--- src/rtl/gpio_port_if.sv ---
// Register-bus interface for gpio_port: single-cycle request channel plus
// a one-cycle-later read response channel.
interface gpio_port_if;
   logic       req_valid;
   logic       req_wr;
   logic [2:0] req_addr;
   logic [7:0] req_wdata;
   logic       rsp_valid;
   logic [7:0] rsp_rdata;

   modport master (output req_valid, req_wr, req_addr, req_wdata,
                   input  rsp_valid, rsp_rdata);
   modport slave  (input  req_valid, req_wr, req_addr, req_wdata,
                   output rsp_valid, rsp_rdata);
endinterface

--- src/rtl/gpio_port.sv ---
// 8-bit GPIO port: synchronized inputs with edge events/irq, set/clr/toggle outputs.
// Optional input glitch filter enabled by defining GPIO_PORT_DEBOUNCE_EN.
module gpio_port #(
   parameter int SYNC_STAGES = 2
) (
   input  logic        clk,
   input  logic        rst,
   input  logic [7:0]  input_pins,
   output logic [7:0]  output_pins,
   output logic        irq,
   gpio_port_if.slave  bus
);

`ifdef GPIO_PORT_DEBOUNCE_EN
   localparam int ARM_CYCLES = SYNC_STAGES + 1 + 4;
`else
   localparam int ARM_CYCLES = SYNC_STAGES + 1;
`endif
   localparam logic [3:0] ARM_LAST = 4'(ARM_CYCLES);

   logic [SYNC_STAGES-1:0][7:0] sync_q, sync_d;
   logic [7:0] in_s;
   logic [7:0] out_q, out_d;
   logic [7:0] rise_q, rise_d;
   logic [7:0] fall_q, fall_d;
   logic [7:0] evt_q, evt_d;
   logic [7:0] in_prev_q, in_prev_d;
   logic [3:0] arm_q, arm_d;
   logic       rsp_valid_q, rsp_valid_d;
   logic [7:0] rsp_rdata_q, rsp_rdata_d;
   logic       irq_q, irq_d;
   logic       wr_s, rd_s, armed_s;
   logic [7:0] set_s, clr_s;

   always_comb begin
      sync_d = {sync_q[SYNC_STAGES-2:0], input_pins};
   end

`ifdef GPIO_PORT_DEBOUNCE_EN
   logic [7:0]      flt_q, flt_d;
   logic [7:0][1:0] dcnt_q, dcnt_d;

   // The filter output follows only after four consecutive differing samples.
   always_comb begin
      flt_d  = flt_q;
      dcnt_d = dcnt_q;
      for (int i = 0; i < 8; i++) begin
         if (sync_q[SYNC_STAGES-1][i] == flt_q[i]) begin
            dcnt_d[i] = 2'd0;
         end else if (dcnt_q[i] == 2'd3) begin
            flt_d[i]  = sync_q[SYNC_STAGES-1][i];
            dcnt_d[i] = 2'd0;
         end else begin
            dcnt_d[i] = dcnt_q[i] + 2'd1;
         end
      end
   end

   always_ff @(posedge clk or posedge rst) begin
      if (rst) begin
         flt_q  <= 8'h00;
         dcnt_q <= '0;
      end else begin
         flt_q  <= flt_d;
         dcnt_q <= dcnt_d;
      end
   end

   assign in_s = flt_q;
`else
   assign in_s = sync_q[SYNC_STAGES-1];
`endif

   always_comb begin
      wr_s    = bus.req_valid & bus.req_wr;
      rd_s    = bus.req_valid & ~bus.req_wr;
      out_d   = out_q;
      rise_d  = rise_q;
      fall_d  = fall_q;
      clr_s   = 8'h00;
      rsp_valid_d = rd_s;
      rsp_rdata_d = 8'h00;
      in_prev_d   = in_s;
      irq_d       = |evt_q;

      // Edges are ignored until the input pipeline has filled after reset.
      armed_s = (arm_q == ARM_LAST);
      if (armed_s) begin
         arm_d = arm_q;
         set_s = (in_s & ~in_prev_q & rise_q) | (~in_s & in_prev_q & fall_q);
      end else begin
         arm_d = arm_q + 4'd1;
         set_s = 8'h00;
      end

      if (wr_s) begin
         case (bus.req_addr)
            3'd0:    out_d  = bus.req_wdata;
            3'd2:    rise_d = bus.req_wdata;
            3'd3:    fall_d = bus.req_wdata;
            3'd4:    clr_s  = bus.req_wdata;
            3'd5:    out_d  = out_q | bus.req_wdata;
            3'd6:    out_d  = out_q & ~bus.req_wdata;
            3'd7:    out_d  = out_q ^ bus.req_wdata;
            default: out_d  = out_q;
         endcase
      end else begin
         out_d = out_q;
      end

      // A new edge wins over a simultaneous write-1-to-clear.
      evt_d = (evt_q & ~clr_s) | set_s;

      if (rd_s) begin
         case (bus.req_addr)
            3'd1:    rsp_rdata_d = in_s;
            3'd2:    rsp_rdata_d = rise_q;
            3'd3:    rsp_rdata_d = fall_q;
            3'd4:    rsp_rdata_d = evt_q;
            default: rsp_rdata_d = out_q;
         endcase
      end else begin
         rsp_rdata_d = 8'h00;
      end
   end

   always_ff @(posedge clk or posedge rst) begin
      if (rst) begin
         sync_q      <= '0;
         out_q       <= 8'h00;
         rise_q      <= 8'h00;
         fall_q      <= 8'h00;
         evt_q       <= 8'h00;
         in_prev_q   <= 8'h00;
         arm_q       <= 4'd0;
         rsp_valid_q <= 1'b0;
         rsp_rdata_q <= 8'h00;
         irq_q       <= 1'b0;
      end else begin
         sync_q      <= sync_d;
         out_q       <= out_d;
         rise_q      <= rise_d;
         fall_q      <= fall_d;
         evt_q       <= evt_d;
         in_prev_q   <= in_prev_d;
         arm_q       <= arm_d;
         rsp_valid_q <= rsp_valid_d;
         rsp_rdata_q <= rsp_rdata_d;
         irq_q       <= irq_d;
      end
   end

   assign output_pins   = out_q;
   assign irq           = irq_q;
   assign bus.rsp_valid = rsp_valid_q;
   assign bus.rsp_rdata = rsp_rdata_q;

endmodule
--- src/flat_wrapper.sv ---
// flat-port wrapper written by rule: the top's interface ports become plain ports
module gpio_port_flat 
#(
   parameter int SYNC_STAGES = 2
)
  (clk, rst, input_pins, output_pins, irq, bus_req_valid, bus_req_wr, bus_req_addr, bus_req_wdata, bus_rsp_valid, bus_rsp_rdata);
  gpio_port_if bus_i ();
  input  logic clk;
  input  logic rst;
  input  logic [7:0] input_pins;
  output logic [7:0] output_pins;
  output logic irq;
  input wire logic [$bits(bus_i.req_valid)-1:0] bus_req_valid;
  input wire logic [$bits(bus_i.req_wr)-1:0] bus_req_wr;
  input wire logic [$bits(bus_i.req_addr)-1:0] bus_req_addr;
  input wire logic [$bits(bus_i.req_wdata)-1:0] bus_req_wdata;
  output wire logic [$bits(bus_i.rsp_valid)-1:0] bus_rsp_valid;
  output wire logic [$bits(bus_i.rsp_rdata)-1:0] bus_rsp_rdata;
  assign bus_i.req_valid = bus_req_valid;
  assign bus_i.req_wr = bus_req_wr;
  assign bus_i.req_addr = bus_req_addr;
  assign bus_i.req_wdata = bus_req_wdata;
  assign bus_rsp_valid = bus_i.rsp_valid;
  assign bus_rsp_rdata = bus_i.rsp_rdata;
  gpio_port #(.SYNC_STAGES(SYNC_STAGES)) u_core (.clk(clk), .rst(rst), .input_pins(input_pins), .output_pins(output_pins), .irq(irq), .bus(bus_i));
endmodule
--- config.mk ---
export PLATFORM = sky130hd
export DESIGN_NAME = gpio_port_flat
export DESIGN_NICKNAME = d
export VERILOG_FILES = /design/src/rtl/gpio_port_if.sv /design/src/rtl/gpio_port.sv /design/src/flat_wrapper.sv
export SDC_FILE = /design/constraint.sdc
export NUM_CORES = 1
export LEC_CHECK = 0
export BUFFER_PORTS_ARGS = -buffer_cell sky130_fd_sc_hd__buf_2
export CORE_ASPECT_RATIO = 1.4
export CORE_MARGIN = 3
export CORE_UTILIZATION = 37
export DETAILED_ROUTE_END_ITERATION = 8
export HOLD_SLACK_MARGIN = 0.15
export PLACE_DENSITY = 0.63
export RECOVER_POWER = 50
export SLEW_MARGIN = 40
export SYNTH_ARGS = -nofsm -noshare
export SYNTH_HDL_FRONTEND = slang
export SYNTH_SLANG_ARGS = --single-unit
--- constraint.sdc ---
create_clock -name clk -period 2.7 [get_ports clk]
set_input_delay 0.405 -clock clk [delete_from_list [all_inputs] [get_ports clk]]
set_output_delay 0.405 -clock clk [all_outputs]
set_load 0.03 [all_outputs]
### Word-level counts from Yosys, hierarchy flattened

Cells that the tools add are included.

* bits of input ports: 23
* logic and storage cells: 49
* output and inout bits: 18
* flip-flop bits (word level): 70

* reductions and logical operators: 6
* $add $sub $neg: 1
* bitwise logic cells: 17
* equality and inequality tests: 8
* muxes and demuxes: 6

Operators by type and width (count)
* $pmux 8 s4: 2
* $and 8x8->8: 6
* $mux 8: 4
* $not 8->8: 4
* $or 8x8->8: 3
* $eq 3x3->1 const B: 4
* $reduce_or 8->1: 1
* $xor 8x8->8: 1
* $eq 3x2->1 const B: 2
* $reduce_and 2->1: 3
* $add 4x1->4 const B: 1
* $eq 4x2->1 const B: 1
* $reduce_bool 4->1: 1
* $eq 3x1->1 const B: 1
* $logic_not 3->1: 1
* $and 1x1->1: 2
* $not 1->1: 1

### Logic depth before layout (Yosys ltp)

Gate-level depths: netlist (run 1).

* depth after elaboration: 6
* gate-level depth with buffers: 7
* depth with buffers taken out: 6

### Worst setup path before layout (run 1)

OpenSTA, ideal clock, no wires.

* path type: input to register
* from: in bus_req_addr[2]
* to: reg u_core.fall_q[0]
* data arrival time: 1.459 ns
* path slack: 1.116 ns
* data required time: 2.575 ns
* library setup time: 0.125 ns
* buffers on the path: 2
* cell stages on the path: 5
* cell sequence: buf_2 -> nor2b_1 -> nor2b_1 -> buf_2 -> mux2_2

* longest elaborated chain between the ends: 2

RTL lines
* start: declaration: line flat_wrapper.sv:15 `input wire logic [$bits(bus_i.req_addr)-1:0] bus_req_addr;`
* $eq 3x2->1: line gpio_port.sv:97 `case (bus.req_addr)`
* $reduce_and 2->1 (no line)
* end signal: assignment: line gpio_port.sv:143 `fall_q <= fall_d;`
* end: declaration: line gpio_port.sv:25 `logic [7:0] fall_q, fall_d;`

Every way passes these cells.
A chain may end at the register's enable or synchronous reset.

### Worst setup path in the final report (run 1)

* from: in bus_req_addr[0]
* to: reg u_core.out_q[5], in the netlist u_core.output_pins[5]

* longest elaborated chain between the ends: 3
* elaborated cells between the ends (all ways): 7

RTL lines
* $eq 3x3->1 / $logic_not 3->1 (equally long branches): line gpio_port.sv:97
* $reduce_bool 4->1 (no line)
* $reduce_and 2->1 (no line)
* end signal: assignment: line gpio_port.sv:141 `out_q <= out_d;`
* end: declaration: line gpio_port.sv:23 `logic [7:0] out_q, out_d;`

Parallel ways exist; a longest one is shown, timed or not.

==> impl_metrics.py, run 1 <==
metrics = {
    "outcome": {
        "status": "completed",
    },
    "timing": {
        "skew_ns": 0.00589,
        "fin_ws_ns": 0.906,
        "setup_viol": 0,
        "fin_crit_sh_pct": 66.4,
        "period_needed_ns": 1.79,
        "slew_violations": 0,
        "fmax_ghz": 0.558,
        "tns_ns": 0,
        "hold_viol": 0,
        "rsz0062_at_grt": "false",
        "worstMarginPinSlew_ns": 1.12,
        "relSlewSlack_pct": 25.1,
    },
    "route": {
        "route.detailed.vias_per_inst": 5.13,
        "routed_wl_um": 7990,
        "drt-initial-drc-count": 130,
        "dr.pass1.iters": 4,
        "vias": 2411,
        "drtAntennaViolNets": 0,
        "routedWlPerCell_um": 17.0,
        "drc": 0,
    },
    "floorplan": {
        "core_area_mm2": 0.00876,
        "die_y_um": 119,
        "pin_count": 41,
        "die_area_mm2": 0.0104,
        "die_x_um": 86.8,
        "num_rows": 40,
        "start_util_pct": 38.7,
    },
    "cts": {
        "htree_levels": 3,
        "cts.sinks": 70,
        "cts_buffer_depth": 2,
        "clk_latency_ns": 0.34,
        "cts-root-buf": "clkbuf_16",
        "cts_made_buffers": 9,
        "clkTransAtPathRegs_ns": 0.06,
        "post_cts_buffers": 0,
        "hold_buffers": 0,
        "cts_tree": "done",
        "postCtsResizedCells": 0,
    },
    "logic_synthesis": {
        "syn-cell-area_mm2": 0.00339,
        "synth_adder_area_share_pct": 6.28,
        "yosys.cell_count.top_type": "dfrtp_1",
        "ys_seq_area_share_pct": 51.7,
        "synth_top_area_share_pct": 51.7,
        "synth_top_family_by_area": "compound AO/OA/AOI/OAI gates",
        "ys_ff_latch": 70,
        "syn_nets": 359,
        "synth_cell_types": 41,
        "yosys_warnings": 0,
        "yosys.area_share.simple_pct": 13.9,
        "syn_inst": 319,
        "synth_top_area_cell": "dfrtp_1",
        "synth_compound_area_share_pct": 15.9,
        "synth_edf_count": 0,
        "synth_area_leaders": "dfrtp_1 (52%), ha_1 (6.3%), nand2_1 (5.4%)",
        "synthArstFlopShare_pct": 100,
        "synth_area_per_cell_um2": 10.6,
        "synth_xor_area_share_pct": 0.517,
        "synthFlopType": "dfrtp_1",
        "ys_top_cells_by_count": "dfrtp_1 (70), nand2_1 (49), inv_1 (23)",
        "synthMuxAreaShare_pct": 6.21,
    },
    "critical_path": {
        "reg2reg_depth": 6,
        "worstSetupPathType": "primary input to flop",
        "r2r_slack_ns": 1.24,
        "critPathCaptureType": "flop",
        "startpoint_type": "primary input",
        "worst-path-max-fanout": 28,
        "cp_slowest_stage_delay_ns": 0.47,
        "r2r-start": "u_core.output_pins[6]",
        "cp.arrival_ns": 2.02,
        "crit_slowest_cell": "o21a_1",
        "r2r_end": "u_core.output_pins[6]",
        "cp.required_ns": 2.93,
        "worstSetupStartpoint": "bus_req_addr[0]",
        "cp_cell_sequence": "buf_2, o21a_1, o21bai_2, buf_4, o31ai_1",
        "cp-endpoint": "u_core.output_pins[5]",
    },
    "min_path": {
        "hold_class": "primary input to flop",
    },
    "power_and_ir_drop": {
        "leakage_uw": 0.00185,
        "ir_drop_mv": 0.388,
        "p_per_area_mw_per_mm2": 739,
    },
    "layout": {
        "diodes": 0,
        "regArea_mm2": 0.00175,
        "multiInputGateArea_mm2": 0.00145,
        "nets": 401,
        "drive_gt1_share_pct": 23.6,
        "area_growth_pct": 17.3,
        "fin_util_pct": 45.4,
        "fillers": 807,
    },
    "global_routing": {
        "grt_max_degree": 43,
        "grt_remaining_overflow": 0,
        "grt_usage_pct": 16.9,
        "grt_pass1_wl_um": 13200,
        "antenna_found_initial": 0,
        "grt_pass1_vias": 2466,
    },
    "place": {
        "gp_congestion": 0.824,
        "hpwl_um": 5560,
        "port_buffers": 40,
        "preCtsSetupSlack_ns": 0.562,
    },
    "flow_run": {
        "drv_cap": 0,
    },
}
[worst min path at each step]
| stage | from | endpoint | slack, ns | cells after the start |
|---|---|---|---|---|
| global route | input_pins[3] | u_core.sync_d[11] | 0.16 | 1 |
| floorplan | u_core.sync_d[8] | u_core.in_prev_d[0] | 0.33 | 0 |
| finish | input_pins[1] | u_core.sync_d[9] | 0.17 | 1 |
| detailed placement | u_core.sync_d[10] | u_core.in_prev_d[2] | 0.33 | 0 |
| global placement | u_core.sync_d[8] | u_core.in_prev_d[0] | 0.33 | 0 |
| CTS | input_pins[3] | u_core.sync_d[11] | 0.16 | 1 |
[layer usage]
metal	vias up	GRT usage, %	share of wire, %
met4	0	8.19	2.2
met5	-	0	0
met1	1182	21.3	42
li1	1176	-	-
met3	12	3.81	3.2
met2	41	27.1	52
[cell type report]
| type | count | area share (%) |
|---|---|---|
| clock buffers | 9 | 5.67 |
| inverters | 23 | 2.17 |
| multi-input cells | 210 | 36.5 |
| repair buffers | 47 | 6.65 |
| flip-flops and latches | 70 | 44.1 |
| well taps | 105 | 3.31 |
| clock inverters | 6 | 1.61 |
[worst max-delay path, delay by kind of cell]
kind,cells,cell delay (ns)
buffers and inverters,2,0.63
AOI/OAI and AO/OA,3,0.98
[registers in the layout, indices dropped and copies added (netlist names)]
name,cells
u_core.arm_q,4
u_core.bus.rsp_rdata,8
u_core.bus.rsp_valid,1
u_core.evt_q,8
u_core.fall_q,8
u_core.in_prev_d,8
u_core.in_prev_q,8
u_core.irq,1
u_core.output_pins,8
u_core.rise_q,8
u_core.sync_d,8
[kinds of logic after synthesis]
kind of cell	after synthesis
buffers and inverters	39
AOI/OAI and AO/OA	76
xor gates and xnor gates	2
muxes	19
DFF	70
and+or+nand+nor	96
adders and majority gates	17
[stage by stage]
step                instances  cell area [µm²]  hold WS (ns)  total power, µW
floorplan                 319             3390         0.331             1630
global placement          455             3680         0.332             1780
detailed placement        455             3680         0.335             1800
CTS                       470             3970         0.158             2960
global route              470             3970         0.157             3100
finish                    470             3970         0.169             2930
[layout by cell type, fill, tap and decap left out, types with 3 or more instances in the layout]
master,count
dfrtp_1,70
a22oi_1,5
nor2b_1,16
a22o_1,8
a221oi_2,4
buf_4,6
mux2i_1,3
nand2b_1,7
a21boi_0,4
o31ai_1,8
inv_1,23
nor2_1,9
ha_1,17
clkbuf_16,9
a2bb2oi_1,4
o22ai_1,9
buf_2,39
o21ai_1,9
a21oi_1,10
nand2_1,49
mux2_2,16
o21ai_0,9
[power breakdown]
part | internal [µW] | total, µW | leakage [µW] | switching (µW)
clock network | 707 | 1160 | 0.000137 | 454
logic | 203 | 487 | 0.000885 | 284
registers | 1170 | 1290 | 0.000828 | 116
(Power assumes the default switching activity.)
==> run 2: changes to the inputs <==
PLACE_DENSITY = 0.65   (was 0.63)
clock period = 1.5 ns   (was 2.7 ns; I/O delays follow)
==> run 2 against run 1 <==
Count of clock-buffer cells in the layout did not move; clock power rose by 68%; sequential share of layout area fell by 2.5 points; clock skew fell by 0.0014 ns; critical path type is now flop to flop; largest cell class unchanged; via count rose by 5.4%; critical endpoint unchanged.
==> impl_metrics.py, run 2 (same netlist as run 1, synthesis figures left out) <==
metrics = {
    "critical_path": {
        "r2r_end": "u_core.output_pins[5]",
        "reg2reg_depth": 6,
        "cp_slowest_stage_delay_ns": 0.42,
        "worstSetupPathType": "flop to flop",
        "startpoint_type": "flop",
        "cp.arrival_ns": 1.61,
        "crit_slowest_cell": "dfrtp_1",
        "r2r_slack_ns": 0.12,
        "cp_cell_sequence": "inv_2, ha_1, nor2b_1, o21ai_1, a21boi_0, o31ai_1",
        "critPathCaptureType": "flop",
        "path_delay_family": "compound AO/OA/AOI/OAI gates",
        "r2r-start": "u_core.output_pins[5]",
        "worst-path-max-fanout": 4,
        "critPathBufInv": 1,
        "cp.required_ns": 1.73,
    },
    "place": {
        "gp_congestion": 0.835,
        "port_buffers": 40,
        "preCtsSetupSlack_ns": -0.0419,
        "placed_cell_area_mm2": 0.00385,
        "hpwl_um": 5650,
    },
    "timing": {
        "fin_crit_sh_pct": 92.1,
        "period_needed_ns": 1.38,
        "relSlewSlack_pct": 58.1,
        "skew_ns": 0.00454,
        "fin_ws_ns": 0.118,
        "hold_viol": 0,
        "setup_viol": 0,
        "slew_violations": 0,
        "rsz0062_at_grt": "false",
        "tns_ns": 0,
        "worstMarginPinSlew_ns": 0.629,
        "fmax_ghz": 0.724,
    },
    "layout": {
        "fin_util_pct": 48.1,
        "nets": 431,
        "final_common_cell": "dfrtp_1",
        "diodes": 0,
        "fillers": 778,
        "drive_gt1_share_pct": 27.8,
        "final_area_mm2": 0.00422,
        "mostFrequentLayoutCells": "dfrtp_1 (69), nand2_1 (49), buf_2 (38)",
        "area_growth_pct": 24.5,
    },
    "power_and_ir_drop": {
        "leakage_uw": 0.00198,
        "p_clk_share_pct": 37.4,
        "power_frac_comb_pct": 18.4,
        "pwr-share-seq_pct": 44.2,
        "intPower_uw": 3650,
        "p_sw_share_pct": 29.8,
        "p_per_area_mw_per_mm2": 1230,
        "power.switching_uw": 1550,
        "post-layout-total-power_uw": 5200,
        "ir_drop_mv": 0.689,
    },
    "cts": {
        "cts_buffer_depth": 2,
        "clk_latency_ns": 0.34,
        "clkTransAtPathRegs_ns": 0.06,
        "cts_made_buffers": 9,
        "htree_levels": 3,
        "cts-root-buf": "clkbuf_16",
        "cts.sinks": 70,
        "cts_tree": "done",
    },
    "global_routing": {
        "grt_pass1_wl_um": 12800,
        "grt_max_degree": 71,
        "grt_usage_pct": 16.3,
        "grt_remaining_overflow": 0,
        "grt_pass1_vias": 2561,
        "antenna_found_initial": 0,
    },
    "min_path": {
        "holdPathStages": 2,
        "hold_class": "primary input to flop",
        "whs_endpoint": "u_core.fall_q[7]",
        "hold_start": "bus_req_wdata[7]",
    },
    "floorplan": {
        "die_x_um": 86.8,
        "core_area_mm2": 0.00876,
        "die_y_um": 119,
        "num_rows": 40,
        "die_area_mm2": 0.0104,
        "start_util_pct": 38.7,
        "pin_count": 41,
    },
    "outcome": {
        "status": "completed",
    },
    "route": {
        "routed_wl_um": 7840,
        "dr.pass1.iters": 4,
        "drt-initial-drc-count": 206,
        "vias": 2541,
        "drc": 0,
        "routedWlPerCell_um": 15.6,
        "route.detailed.vias_per_inst": 5.07,
        "drtAntennaViolNets": 0,
    },
    "flow_run": {
        "drv_cap": 0,
    },
}
-- run 2: per-layer routing --
layer	track usage (%)	part of all wire, %	vias to the layer above
met3	4.36	4.0	11
met4	6.43	1.7	0
met2	27.9	53	39
met5	0	0	-
li1	-	-	1239
met1	19.1	41	1252
-- run 2: timing repair --
item | in CTS | in global routing
setup endpoints to repair | 0 | 2
hold buffers | 9 | 0
endpoints found under the hold margin | 78 | 0
buffers inserted | 0 | 1
resized for setup | 0 | 3
-- run 2: worst max path at each step --
| stage | slack, ns | start | cells past startpoint | to |
|---|---|---|---|---|
| finish | 0.12 | u_core.output_pins[5] | 6 | u_core.output_pins[5] |
| floorplan | 0.04 | u_core.arm_q[0] | 3 | u_core.arm_q[1] |
| global placement | -0.005 | bus_req_addr[2] | 5 | u_core.evt_q[5] |
| global route | 0.008 | u_core.output_pins[7] | 6 | u_core.output_pins[7] |
| CTS | 0.05 | u_core.output_pins[5] | 6 | u_core.output_pins[5] |
| detailed placement | -0.04 | bus_req_addr[2] | 5 | u_core.evt_q[1] |
-- run 2: cell type report --
cell class                      instances  area, µm²  share of cell area [%]
Tap cell                              105        131                    3.12
Timing Repair Buffer                   77        514                    12.2
Clock buffer                            9        225                    5.34
Sequential cell                        70       1750                    41.6
Clock inverter                          7       51.3                    1.22
Multi-Input combinational cell        210       1450                    34.4
Inverter                               23       90.1                    2.14
-- run 2: per-stage QoR --
step                      hold WS (ns)  std cells
after floorplan                  0.256        319
final                            0.174        501
after global routing             0.171        501
after detailed placement         0.334        475
after global placement           0.332        475
after CTS                        0.170        500
-- run 2: worst register-to-register path, cell delays in order, from the launching register on --
cell	delay [ns]
dfrtp_1	0.42
inv_2	0.07
ha_1	0.27
nor2b_1	0.04
o21ai_1	0.11
a21boi_0	0.09
o31ai_1	0.29
-- run 2: power by group through the flow --
stage	Combinational [µW]	Clock (µW)	Sequential, µW
after global routing	1080	2070	2330
after detailed placement	942	0	2330
after CTS	964	1980	2300
after floorplan	539	0	2400
final	955	1950	2300
after global placement	915	0	2320
